`src/rtl/meas_bcd_scheduler.sv`:
```
// meas_bcd_scheduler
// Shares one iterative shift-and-add-3 binary-to-BCD converter between up to
// four measurement channels (duty, frequency, amplitude, period) that feed the
// oscilloscope readout. A round-robin arbiter picks one requesting channel,
// latches its operand and converts it at one bit per clock. The result is
// delivered with its channel tag and a one-cycle valid strobe.
//
// Ports:
//   clk_50M    in   1          system clock
//   rst        in   1          asynchronous reset, active-low
//   req        in   NCH        per-channel conversion request (level)
//   bin_in     in   NCH*BIN_W  channel c operand at [c*BIN_W +: BIN_W]
//   ack        out  NCH        one-cycle pulse: that channel's operand was latched
//   bcd_out    out  4*DIG      converted result, digit 0 in [3:0]
//   bcd_ch     out  2          channel index of bcd_out
//   bcd_valid  out  1          one-cycle strobe: bcd_out/bcd_ch/overflow updated
//   overflow   out  1          operand exceeded 10^DIG-1
//   busy       out  1          converter occupied (SHIFT or DONE)
module meas_bcd_scheduler #(
    parameter int NCH   = 3,
    parameter int BIN_W = 20,
    parameter int DIG   = 6
) (
    input  logic                   clk_50M,
    input  logic                   rst,
    input  logic [NCH-1:0]         req,
    input  logic [NCH*BIN_W-1:0]   bin_in,
    output logic [NCH-1:0]         ack,
    output logic [4*DIG-1:0]       bcd_out,
    output logic [1:0]             bcd_ch,
    output logic                   bcd_valid,
    output logic                   overflow,
    output logic                   busy
);

    localparam int ACC_W = 4 * DIG;
    localparam int CNT_W = $clog2(BIN_W + 1);

    typedef enum logic [1:0] {
        IDLE,
        SHIFT,
        DONE
    } state_t;

    state_t             state;
    logic [1:0]         rr_ptr;
    logic [1:0]         cur_ch;
    logic [1:0]         winner;
    logic [2:0]         cand;
    logic               found;
    logic [BIN_W-1:0]   operand;
    logic [BIN_W-1:0]   operand_next;
    logic [ACC_W-1:0]   acc;
    logic [ACC_W-1:0]   acc_adj;
    logic [ACC_W-1:0]   acc_next;
    logic               ovf_flag;
    logic               ovf_next;
    logic [CNT_W-1:0]   count;
    logic [BIN_W-1:0]   chan_op [NCH];

    // Split the packed operand bus into one word per channel.
    always_comb begin
        for (int c = 0; c < NCH; c++) begin
            chan_op[c] = bin_in[c*BIN_W +: BIN_W];
        end
    end

    // Round-robin search: rr_ptr holds the channel with top priority
    // (one past the last grant), scanning upward with wrap-around.
    always_comb begin
        found  = 1'b0;
        winner = 2'd0;
        cand   = 3'd0;
        for (int k = 0; k < NCH; k++) begin
            cand = {1'b0, rr_ptr} + 3'(k);
            if (cand >= 3'(NCH)) begin
                cand = cand - 3'(NCH);
            end
            if (!found && req[cand[1:0]]) begin
                found  = 1'b1;
                winner = cand[1:0];
            end
        end
    end

    // One double-dabble step: correct every digit >= 5 in parallel, then
    // shift {acc, operand} left. Any 1 falling off the top of the
    // accumulator means the value needs more than DIG digits.
    always_comb begin
        acc_adj = acc;
        for (int d = 0; d < DIG; d++) begin
            if (acc[4*d +: 4] >= 4'd5) begin
                acc_adj[4*d +: 4] = acc[4*d +: 4] + 4'd3;
            end
        end
        acc_next     = {acc_adj[ACC_W-2:0], operand[BIN_W-1]};
        operand_next = {operand[BIN_W-2:0], 1'b0};
        ovf_next     = ovf_flag | acc_adj[ACC_W-1];
    end

    assign busy = (state != IDLE);

    // Main FSM. Result registers are loaded on the last SHIFT edge so the
    // strobe is visible during the DONE cycle itself.
    always_ff @(posedge clk_50M or negedge rst) begin
        if (!rst) begin
            state     <= IDLE;
            rr_ptr    <= 2'd0;
            cur_ch    <= 2'd0;
            operand   <= '0;
            acc       <= '0;
            ovf_flag  <= 1'b0;
            count     <= '0;
            ack       <= '0;
            bcd_out   <= '0;
            bcd_ch    <= 2'd0;
            bcd_valid <= 1'b0;
            overflow  <= 1'b0;
        end else begin
            ack       <= '0;
            bcd_valid <= 1'b0;
            case (state)
                IDLE: begin
                    if (found) begin
                        operand  <= chan_op[winner];
                        acc      <= '0;
                        ovf_flag <= 1'b0;
                        count    <= CNT_W'(BIN_W);
                        cur_ch   <= winner;
                        rr_ptr   <= (winner == 2'(NCH - 1)) ? 2'd0 : winner + 2'd1;
                        ack      <= NCH'(1'b1) << winner;
                        state    <= SHIFT;
                    end
                end
                SHIFT: begin
                    acc      <= acc_next;
                    operand  <= operand_next;
                    ovf_flag <= ovf_next;
                    count    <= count - 1'b1;
                    if (count == CNT_W'(1)) begin
                        bcd_out   <= ovf_next ? {DIG{4'h9}} : acc_next;
                        bcd_ch    <= cur_ch;
                        overflow  <= ovf_next;
                        bcd_valid <= 1'b1;
                        state     <= DONE;
                    end
                end
                DONE: begin
                    state <= IDLE;
                end
                default: begin
                    state <= IDLE;
                end
            endcase
        end
    end

endmodule
```
`config.mk`:
```
export PLATFORM = sky130hd
export DESIGN_NAME = meas_bcd_scheduler
export DESIGN_NICKNAME = d
export VERILOG_FILES = /design/src/rtl/meas_bcd_scheduler.sv
export SDC_FILE = /design/constraint.sdc
export NUM_CORES = 1
export LEC_CHECK = 0
export BUFFER_PORTS_ARGS = -buffer_cell sky130_fd_sc_hd__buf_2
export CAP_MARGIN = 20
export CORE_AREA = 2 2 97 99
export DETAILED_ROUTE_END_ITERATION = 7
export DIE_AREA = 0 0 99 101
export GPL_TIMING_DRIVEN = 0
export MAX_ROUTING_LAYER = met4
export PLACE_DENSITY = 0.8
export SYNTH_ARGS = -nofsm -noshare
export SYNTH_HDL_FRONTEND = slang
export SYNTH_SLANG_ARGS = --single-unit
```
`constraint.sdc`:
```
create_clock -name clk_50M -period 2.75 [get_ports clk_50M]
set_clock_uncertainty 0.05 [all_clocks]
set_input_delay 0.4125 -clock clk_50M [delete_from_list [all_inputs] [get_ports clk_50M]]
set_output_delay 0.4125 -clock clk_50M [all_outputs]
set_load 0.05 [all_outputs]
```
==> results of run 1 <==
-- routing by layer --
layer  vias to the layer above  share of wire, %  GRT usage [%]
met5                         -                 0              -
met4                         0               1.9           9.17
met3                        22               5.8           4.37
met2                       173                49           42.7
met1                      2141                43           32.6
li1                       2168                 -              -
-- synthesized netlist by cell type (7+ instances only) --
library cell | n | area, sq um
o21ai_1 | 13 | 65.1
a222oi_1 | 19 | 190
ha_1 | 18 | 225
dfrtp_1 | 87 | 2180
o21ai_0 | 46 | 230
a211oi_1 | 20 | 150
inv_1 | 40 | 150
nand3_1 | 22 | 110
mux2_2 | 7 | 78.8
a21oi_1 | 13 | 65.1
o31ai_1 | 13 | 97.6
nand2_1 | 43 | 161
xnor2_1 | 8 | 70.1
o21a_1 | 21 | 158
a32oi_1 | 20 | 175
nor2b_1 | 7 | 43.8
buf_2 | 7 | 35.0
nor2_1 | 27 | 101
clkbuf_1 | 28 | 105
-- cell families after synthesis --
family | after synthesis | share of synthesized area [%]
xor gates and xnor gates | 8 | 1.42
adders and majority gates | 18 | 4.57
AOI/OAI and AO/OA | 196 | 28.6
buffers and inverters | 84 | 7.14
DFF | 87 | 44.2
and+or+nand+nor | 121 | 11.6
muxes | 11 | 2.51
-- state kept, by name (all words and copies together) (netlist names) --
name,cells
bcd_ch,2
bcd_out,24
bcd_valid,1
acc,24
count,5
state,2
rr_ptr,2
ack,3
overflow,1
cur_ch,2
operand,20
ovf_flag,1
-- worst max-delay path: cells and delay by family, from the launching register on --
kind                     cells  cell delay (ns)
AO/OA/AOI/OAI                4             1.05
adder cells (fa/ha/maj)      1             0.16
buffers and inverters        4             0.51
flip-flops                   1             0.41
multiplexers                 1             0.32
-- final timing paths --
kind                                    startpoint                       to  slack (ns)  cells past startpoint
hold / removal                          bin_in[40]   operand[0]$_DFFE_PN0P_        0.29                      3
hold reg to reg            bcd_out[18]$_DFFE_PN0P_  bcd_out[18]$_DFFE_PN0P_        0.42                      2
setup reg to reg             rr_ptr[0]$_DFFE_PN0P_  operand[13]$_DFFE_PN0P_        0.13                     10
min in group asynchronous                      rst   bcd_out[9]$_DFFE_PN0P_        0.52                      2
max in group asynchronous                      rst     count[2]$_DFFE_PN0P_        1.52                      3
setup / recovery             rr_ptr[0]$_DFFE_PN0P_  operand[13]$_DFFE_PN0P_        0.13                     10
-- cell type report --
cell class	count	area, sq um	share of cell area (%)
buffer	42	199	3.45
timing repair buffer	98	520	9.03
multi-input combinational	354	2400	41.7
clock buffer	10	138	2.39
clock inverter	5	35.0	0.608
sequential	87	2180	37.8
tap	111	139	2.41
inverter	41	154	2.67
-- timing repair --
item                                    in CTS  in global routing
endpoints found under the setup margin       0                 20
hold buffers                                 1                  0
gates resized for setup                      0                  7
hold endpoints to repair                    19                  0
-- cells in the final DEF, fill, tap and decap left out, drive strengths merged, types with 6 or more instances in the layout --
master  netlist  final
ha           18     18
a211oi       20     20
nand3        22     22
nor2         27     27
mux2          8      8
nand2        43     43
a32oi        20     20
a21oi        13     13
buf          14    110
o31ai        14     14
o21a         21     21
xnor2         8      8
clkbuf       29     39
a222oi       19     19
o21ai        60     60
inv          40     40
a22o          6      6
nor2b         7      7
dfrtp        87     87
a41oi         6      6
-- through the flow --
| stage | cells | total power (W) |
|---|---|---|
| after floorplan | 525 | 0.00473 |
| after global placement | 732 | 0.00548 |
| after detailed placement | 733 | 0.00565 |
| after CTS | 749 | 0.00646 |
| after global routing | 748 | 0.00699 |
| final | 748 | 0.00650 |
-- power by group --
part | internal, W | switching, W
Clock | 0.000348 | 0.000460
Combinational | 0.00135 | 0.00228
Sequential | 0.00172 | 0.000333
==> out/metrics.cfg, run 1 <==
[route]
wirelength_um=12500
drtIter0Drc=352
drc=0
ant_nets=0
vias=4504
wl_per_cell_um=16.7
via_per_inst=6.02
dr.pass1.iters=5

[synthesis]
synth_edf_count=0
syn_area_per_cell_sq_um=9.38
async_reset_ff_share_pct=100
syn-cell-area_sq_um=4930
syn_inst=525
synth-seq-area-share_pct=44.2
synth_ff_type=dfrtp_1
synth_cell_types=49
synth_seq_cells=87
syn-num-nets=608
ys_warn_count=0

[die]
die-width_um=99
die-area_sq_um=10000
die_h_um=101
start_util_pct=54.9
core_area_sq_um=8980
rows=35
ioPinCount=97

[pwr]
p_per_area_nw_per_um2=1130
ir_worst_vdd_uv=639
total_leakage_power_nw=2.59

[cts]
cts_max_level=3
cts_setup_buffers=0
root_buffer=clkbuf_8
clk_pin_slew_worst_paths_ns=0.08
cts_tree=done
cts_sinks=87
cts_buffers=9
clkLatencyLatePin_ns=0.36
clock_path_buffers=2

[placed_design]
dpl.hpwl_um=9290
post_dp_cell_area_sq_um=5580
globalplace.congestion=0.900
portBuffers=96
pre_cts_ws_ns=0.0962

[worst_setup_path]
cp-start-kind=flop
slowest_stage=dfrtp_1
critPathMaxFanout=10
cp.required_ns=2.93
crit_chain=inv_1, ha_1, buf_6, mux2_4, a211o_4, o21a_1, buf_6, buf_8, a222oi_1, o21ai_1
cp.arrival_ns=2.80
criticalPathCategory=flop to flop
slowest_delay_ns=0.41
cpMostUsedCell=buf_6
endpoint_kind=flop

[global_routing]
grt.total_usage_pct=26.0
grt_pass1_vias=4254
grt-ovfl-total=0
grt_pass1_wl_um=20000
grt_max_degree=47
antenna_found_initial=0

[sta]
setup_violations=0
slew_headroom_pct=46.6
max_freq_mhz=382
fin_crit_ns=2.62
tightestPinTransition_ns=0.796
hold_violations=0
fin_crit_sh_pct=95.3
worst_hold_slack_ns=0.292
fin_tns_setup_ns=0
grt_setup_unrepaired=no
layout_setup_ws_ns=0.130
maxSlewViolCount=0

[finish]
fin_util_pct=64.2
nets=716
synthToLayoutAreaGrowth_pct=17.0
num-fill-cells=753
layout-drive-gt1-share_pct=21.8
antenna_cells=0
fin_area_sq_um=5770

[flow_run]
drv_cap=0

[worst_hold_path]
worst_hold_path_type=input port to flop

[run_status]
outcome=complete, no violations

(Power assumes the default switching activity.)
==> run 2, diff against run 1 <==
Settings changed: CORE_AREA 2 2 97 99 to 2 2 122 124, DIE_AREA 0 0 99 101 to 0 0 124 126, PLACE_DENSITY 0.8 to default, SLEW_MARGIN from default to 30.
==> run 2 against run 1 <==
  * First-iteration DRC count is 6.8% lower
  * Critical path depth is 1 lower
  * Routed wire length grew 6.7%
  * Critical endpoint is now operand[14]$_DFFE_PN0P_
  * Count of clock-buffer cells in the layout unchanged
  * Non-clock buffer count unchanged
  * Die area is 56% higher
  * Via count decreased by 1.9%
  * Combinational power hardly changed
  * Register-to-register slack improved by 0.04 ns
==> out/metrics.cfg, run 2 (synthesis gave the netlist of run 1 again) <==
[run_status]
outcome=complete, no violations

[finish]
final_common_cell=buf_2
nets=716
num-fill-cells=1451
fin_util_pct=42.2
fin_cells=821
synthToLayoutAreaGrowth_pct=22.7
layout.cells.most_common_list=buf_2, dfrtp_1, o21ai_0
multiInputGateArea_sq_um=2410
top_regs=acc (24), bcd_out (24), operand (20)
antenna_cells=0
seq_area_sq_um=2180
layout-drive-gt1-share_pct=22.1

[worst_setup_path]
criticalPathCategory=flop to flop
cp-start-kind=flop
slowest_delay_ns=0.41
cp.arrival_ns=2.73
slowest_stage=dfrtp_1
cp.required_ns=2.90
critPathMaxFanout=10
crit_chain=inv_1, ha_1, buf_2, mux2_2, a21boi_2, nand3_1, clkbuf_1, a32oi_1, o21ai_0
endpoint_kind=flop
reg2reg_slack_ns=0.17

[die]
die-width_um=124
ioPinCount=97
die-area_sq_um=15600
rows=44
die_h_um=126
core_area_sq_um=14300
start_util_pct=34.4

[sta]
setup_violations=0
fin_crit_ns=2.58
max_freq_mhz=388
fin_tns_setup_ns=0
hold_violations=0
slew_headroom_pct=42.5
worst_hold_slack_ns=0.308
maxSlewViolCount=0
fin_crit_sh_pct=93.8
tightestPinTransition_ns=0.858

[global_routing]
grt-ovfl-total=0
grt_pass1_vias=4401
antenna_found_initial=0
grt_max_degree=60
grt_pass1_wl_um=22000
grt.total_usage_pct=18.3

[pwr]
comb_power_share_pct=51.3
p_clk_share_pct=19.8
intPower_w=0.00399
p_per_area_nw_per_um2=1180
p_sw_w=0.00312
swShare_pct=43.9
total_leakage_power_nw=2.67
totalPowerFinal_w=0.00711
ir_worst_vdd_uv=600
seqPwrFrac_pct=28.9

[route]
ant_nets=0
wl_per_cell_um=16.3
vias=4420
dr.pass1.iters=5
wirelength_um=13400
drtIter0Drc=328
via_per_inst=5.38
drc=0

[cts]
cts_tree=done
cts_buffers=9
cts_sinks=87
root_buffer=clkbuf_16
clk_pin_slew_worst_paths_ns=0.06
clock_path_buffers=2
clkLatencyLatePin_ns=0.34
cts_max_level=3

[placed_design]
dpl.hpwl_um=9950
post-place-cells=806
globalplace.congestion=0.837
portBuffers=96

[flow_run]
drv_cap=0

[worst_hold_path]
worst_hold_path_type=input port to flop

==> run 2: critical path, delay by kind of cell (launching register included) <==
kind / cells / cell delay (ns)
AO/OA/AOI/OAI: 3 / 0.64
adder cells (fa/ha/maj): 1 / 0.19
buffers and inverters: 3 / 0.60
flip-flops: 1 / 0.41
multiplexers: 1 / 0.38
AND/OR/NAND/NOR: 1 / 0.18
==> run 2: timing repair <==
action,CTS,global route
setup buffers,0,0
endpoints found under the setup margin,4,34
hold buffers,1,0
resized for setup,1,7
endpoints found under the hold margin,28,0
pin swaps,0,0
==> run 2: layer usage <==
metal	vias to the layer above	wire length, um	GRT usage (%)
met1	2101	5980	23.6
met2	143	6330	29.9
met3	20	774	2.67
met4	0	258	5.22
li1	2156	-	-
met5	-	0	-
==> run 2: worst paths after layout <==
path                                              start                       to  depth (start not counted)
worst max-delay path              rr_ptr[1]$_DFFE_PN0P_  operand[14]$_DFFE_PN0P_                          9
worst min-delay path                         bin_in[40]   operand[0]$_DFFE_PN0P_                          3
worst max register to register    rr_ptr[1]$_DFFE_PN0P_  operand[14]$_DFFE_PN0P_                          9
worst min register to register  bcd_out[10]$_DFFE_PN0P_  bcd_out[10]$_DFFE_PN0P_                          2
max in group asynchronous                           rst   operand[6]$_DFFE_PN0P_                          3
min in group asynchronous                           rst  bcd_out[10]$_DFFE_PN0P_                          2
==> run 2: metrics by stage <==
step	instance area [sq um]	setup WS (ns)
after global placement	5640	-0.00348
after global routing	6040	-0.00995
after floorplan	4930	0.378
final	6040	0.171
after detailed placement	5670	-0.0580
after CTS	6030	0.0688
==> run 2: layout make-up <==
cell class                 instances  share of cell area, %
clock buffer                      10                   3.96
timing repair buffer              98                   8.68
clock inverter                     5                   1.76
multi-input combinational        354                   40.0
inverter                          41                   2.55
tap                              184                   3.81
sequential                        87                   36.0
buffer                            42                   3.25
==> run 2: power groups by stage <==
stage	clock network [W]	registers, W	logic (W)
floorplan	0	0.00220	0.00253
CTS	0.00143	0.00205	0.00363
global placement	0	0.00205	0.00350
detailed placement	0	0.00207	0.00360
global route	0.00149	0.00211	0.00408
finish	0.00141	0.00205	0.00365
==> run 3, diff against run 2 <==
Settings changed: CTS_CLUSTER_SIZE from default to 28, RECOVER_POWER from default to 100.
==> run 3 against run 2 <==
  * The run now ends with max-capacitance violations, max-slew violations left
  * Critical path depth is the same
  * First-iteration DRC count increased by 4.6%
  * Combinational power hardly changed
  * Sequential cell count did not move
  * Global-route usage unchanged
  * Largest cell class unchanged
  * Final cell count unchanged
  * Critical endpoint unchanged
  * Worst hold slack worse by 0.00089 ns
  * Setup slack stayed put
==> out/metrics.cfg, run 3 (synthesis gave the netlist of run 1 again) <==
[placed_design]
pre_cts_ws_ns=-0.0580
globalplace.congestion=0.837
post-place-cells=806
portBuffers=96
dpl.hpwl_um=9950

[cts]
clock_path_buffers=2
cts_tree=done
root_buffer=clkbuf_16
cts_buffers=9
cts_max_level=3
cts_setup_buffers=0
cts_sinks=87
clkLatencyLatePin_ns=0.34
clk_pin_slew_worst_paths_ns=0.06

[finish]
nets=716
fin_cells=821
top_regs=acc (24), bcd_out (24), operand (20)
layout.cells.most_common_list=dfrtp_1, buf_2, clkbuf_1
antenna_cells=0
synthToLayoutAreaGrowth_pct=21.4
final_common_cell=dfrtp_1
layout-drive-gt1-share_pct=17.0

[die]
die_h_um=126
die-width_um=124
core_area_sq_um=14300
start_util_pct=34.4
rows=44
ioPinCount=97
die-area_sq_um=15600

[sta]
max_freq_mhz=388
maxSlewViolCount=30
hold_violations=0
setup_violations=0
fin_crit_ns=2.58
slew_headroom_pct=-3.37
layout_setup_ws_ns=0.171
tightestPinTransition_ns=1.55
fin_crit_sh_pct=93.8

[global_routing]
antenna_found_initial=0
grt.total_usage_pct=18.3
grt_pass1_wl_um=22000
grt_max_degree=60
grt_pass1_vias=4401
grt-ovfl-total=0

[worst_setup_path]
timing.rr.start=rr_ptr[1]$_DFFE_PN0P_
reg2reg_slack_ns=0.17
critPathMaxFanout=10
endpoint_kind=flop
criticalPathCategory=flop to flop
cp.required_ns=2.90
reg2regPathDepth=9
cp-start-kind=flop
worstReg2RegEnd=operand[14]$_DFFE_PN0P_
cp.arrival_ns=2.73

[pwr]
ir_worst_vdd_uv=600
total_leakage_power_nw=2.57
totalPowerFinal_w=0.00708
p_per_area_nw_per_um2=1190

[route]
drtIter0Drc=343
drc=0
wirelength_um=13400
wl_per_cell_um=16.3
dr.pass1.iters=5
via_per_inst=5.39
ant_nets=0
vias=4429

[run_status]
outcome=finished, violations left
violations=max-capacitance violations, max-slew violations

[worst_hold_path]
holdPathEnd=operand[0]$_DFFE_PN0P_
hold_start=bin_in[40]
min_path_cells=3
worst_hold_path_type=input port to flop

[flow_run]
drv_cap=1

## run 3: worst max path at each step
stage | start | end | slack (ns)
floorplan | rr_ptr[0]$_DFFE_PN0P_ | operand[10]$_DFFE_PN0P_ | 0.38
global placement | rr_ptr[1]$_DFFE_PN0P_ | operand[14]$_DFFE_PN0P_ | -0.003
detailed placement | rr_ptr[1]$_DFFE_PN0P_ | operand[14]$_DFFE_PN0P_ | -0.06
CTS | rr_ptr[1]$_DFFE_PN0P_ | operand[14]$_DFFE_PN0P_ | 0.07
global route | rr_ptr[1]$_DFFE_PN0P_ | operand[7]$_DFFE_PN0P_ | -0.01
finish | rr_ptr[1]$_DFFE_PN0P_ | operand[14]$_DFFE_PN0P_ | 0.17
## run 3: worst max-delay path, cell delays in order (launching register included)
cell	delay [ns]
dfrtp_1	0.41
inv_1	0.11
ha_1	0.19
buf_2	0.23
mux2_2	0.38
a21boi_2	0.22
nand3_1	0.18
clkbuf_1	0.26
a32oi_1	0.30
o21ai_0	0.12
## run 3: per-stage QoR
step | hold slack, ns | TNS [ns] | instance area [sq um] | util, %
after floorplan | 0.0669 | 0 | 4930 | -
after global routing | 0.343 | -0.0130 | 5980 | 41.8
after detailed placement | 0.255 | -0.0917 | 5670 | 39.6
final | 0.308 | 0 | 5980 | 41.8
after CTS | 0.303 | 0 | 6030 | 42.1
after global placement | 0.409 | -0.00475 | 5640 | 39.4
## run 3: cell type report
type	instances	area (sq um)
Fill cell	1473	8340
Multi-Input combinational cell	354	2410
Sequential cell	87	2180
Timing Repair Buffer	98	460
Clock buffer	10	239
Tap cell	184	230
Buffer	42	196
Inverter	41	154
Clock inverter	5	106
## run 3: per-layer routing
metal  global-route usage [%]  part of all wire [%]
met1                     23.6                    45
met2                     29.9                    47
met3                     2.67                   5.7
met4                     5.22                   2.1
met5                        -                     0
## run 3: what timing repair did
action | CTS | global route
hold buffers | 1 | 0
endpoints found under the setup margin | 4 | 34
hold endpoints to repair | 28 | 0
gates resized for setup | 1 | 7
gates cloned | 0 | 0
## run 3: report_power, final
group	leakage (nW)	switching [W]	internal, W
Combinational	1.33	0.00229	0.00133
Sequential	1.07	0.000329	0.00173
Clock	0.165	0.000499	0.000909
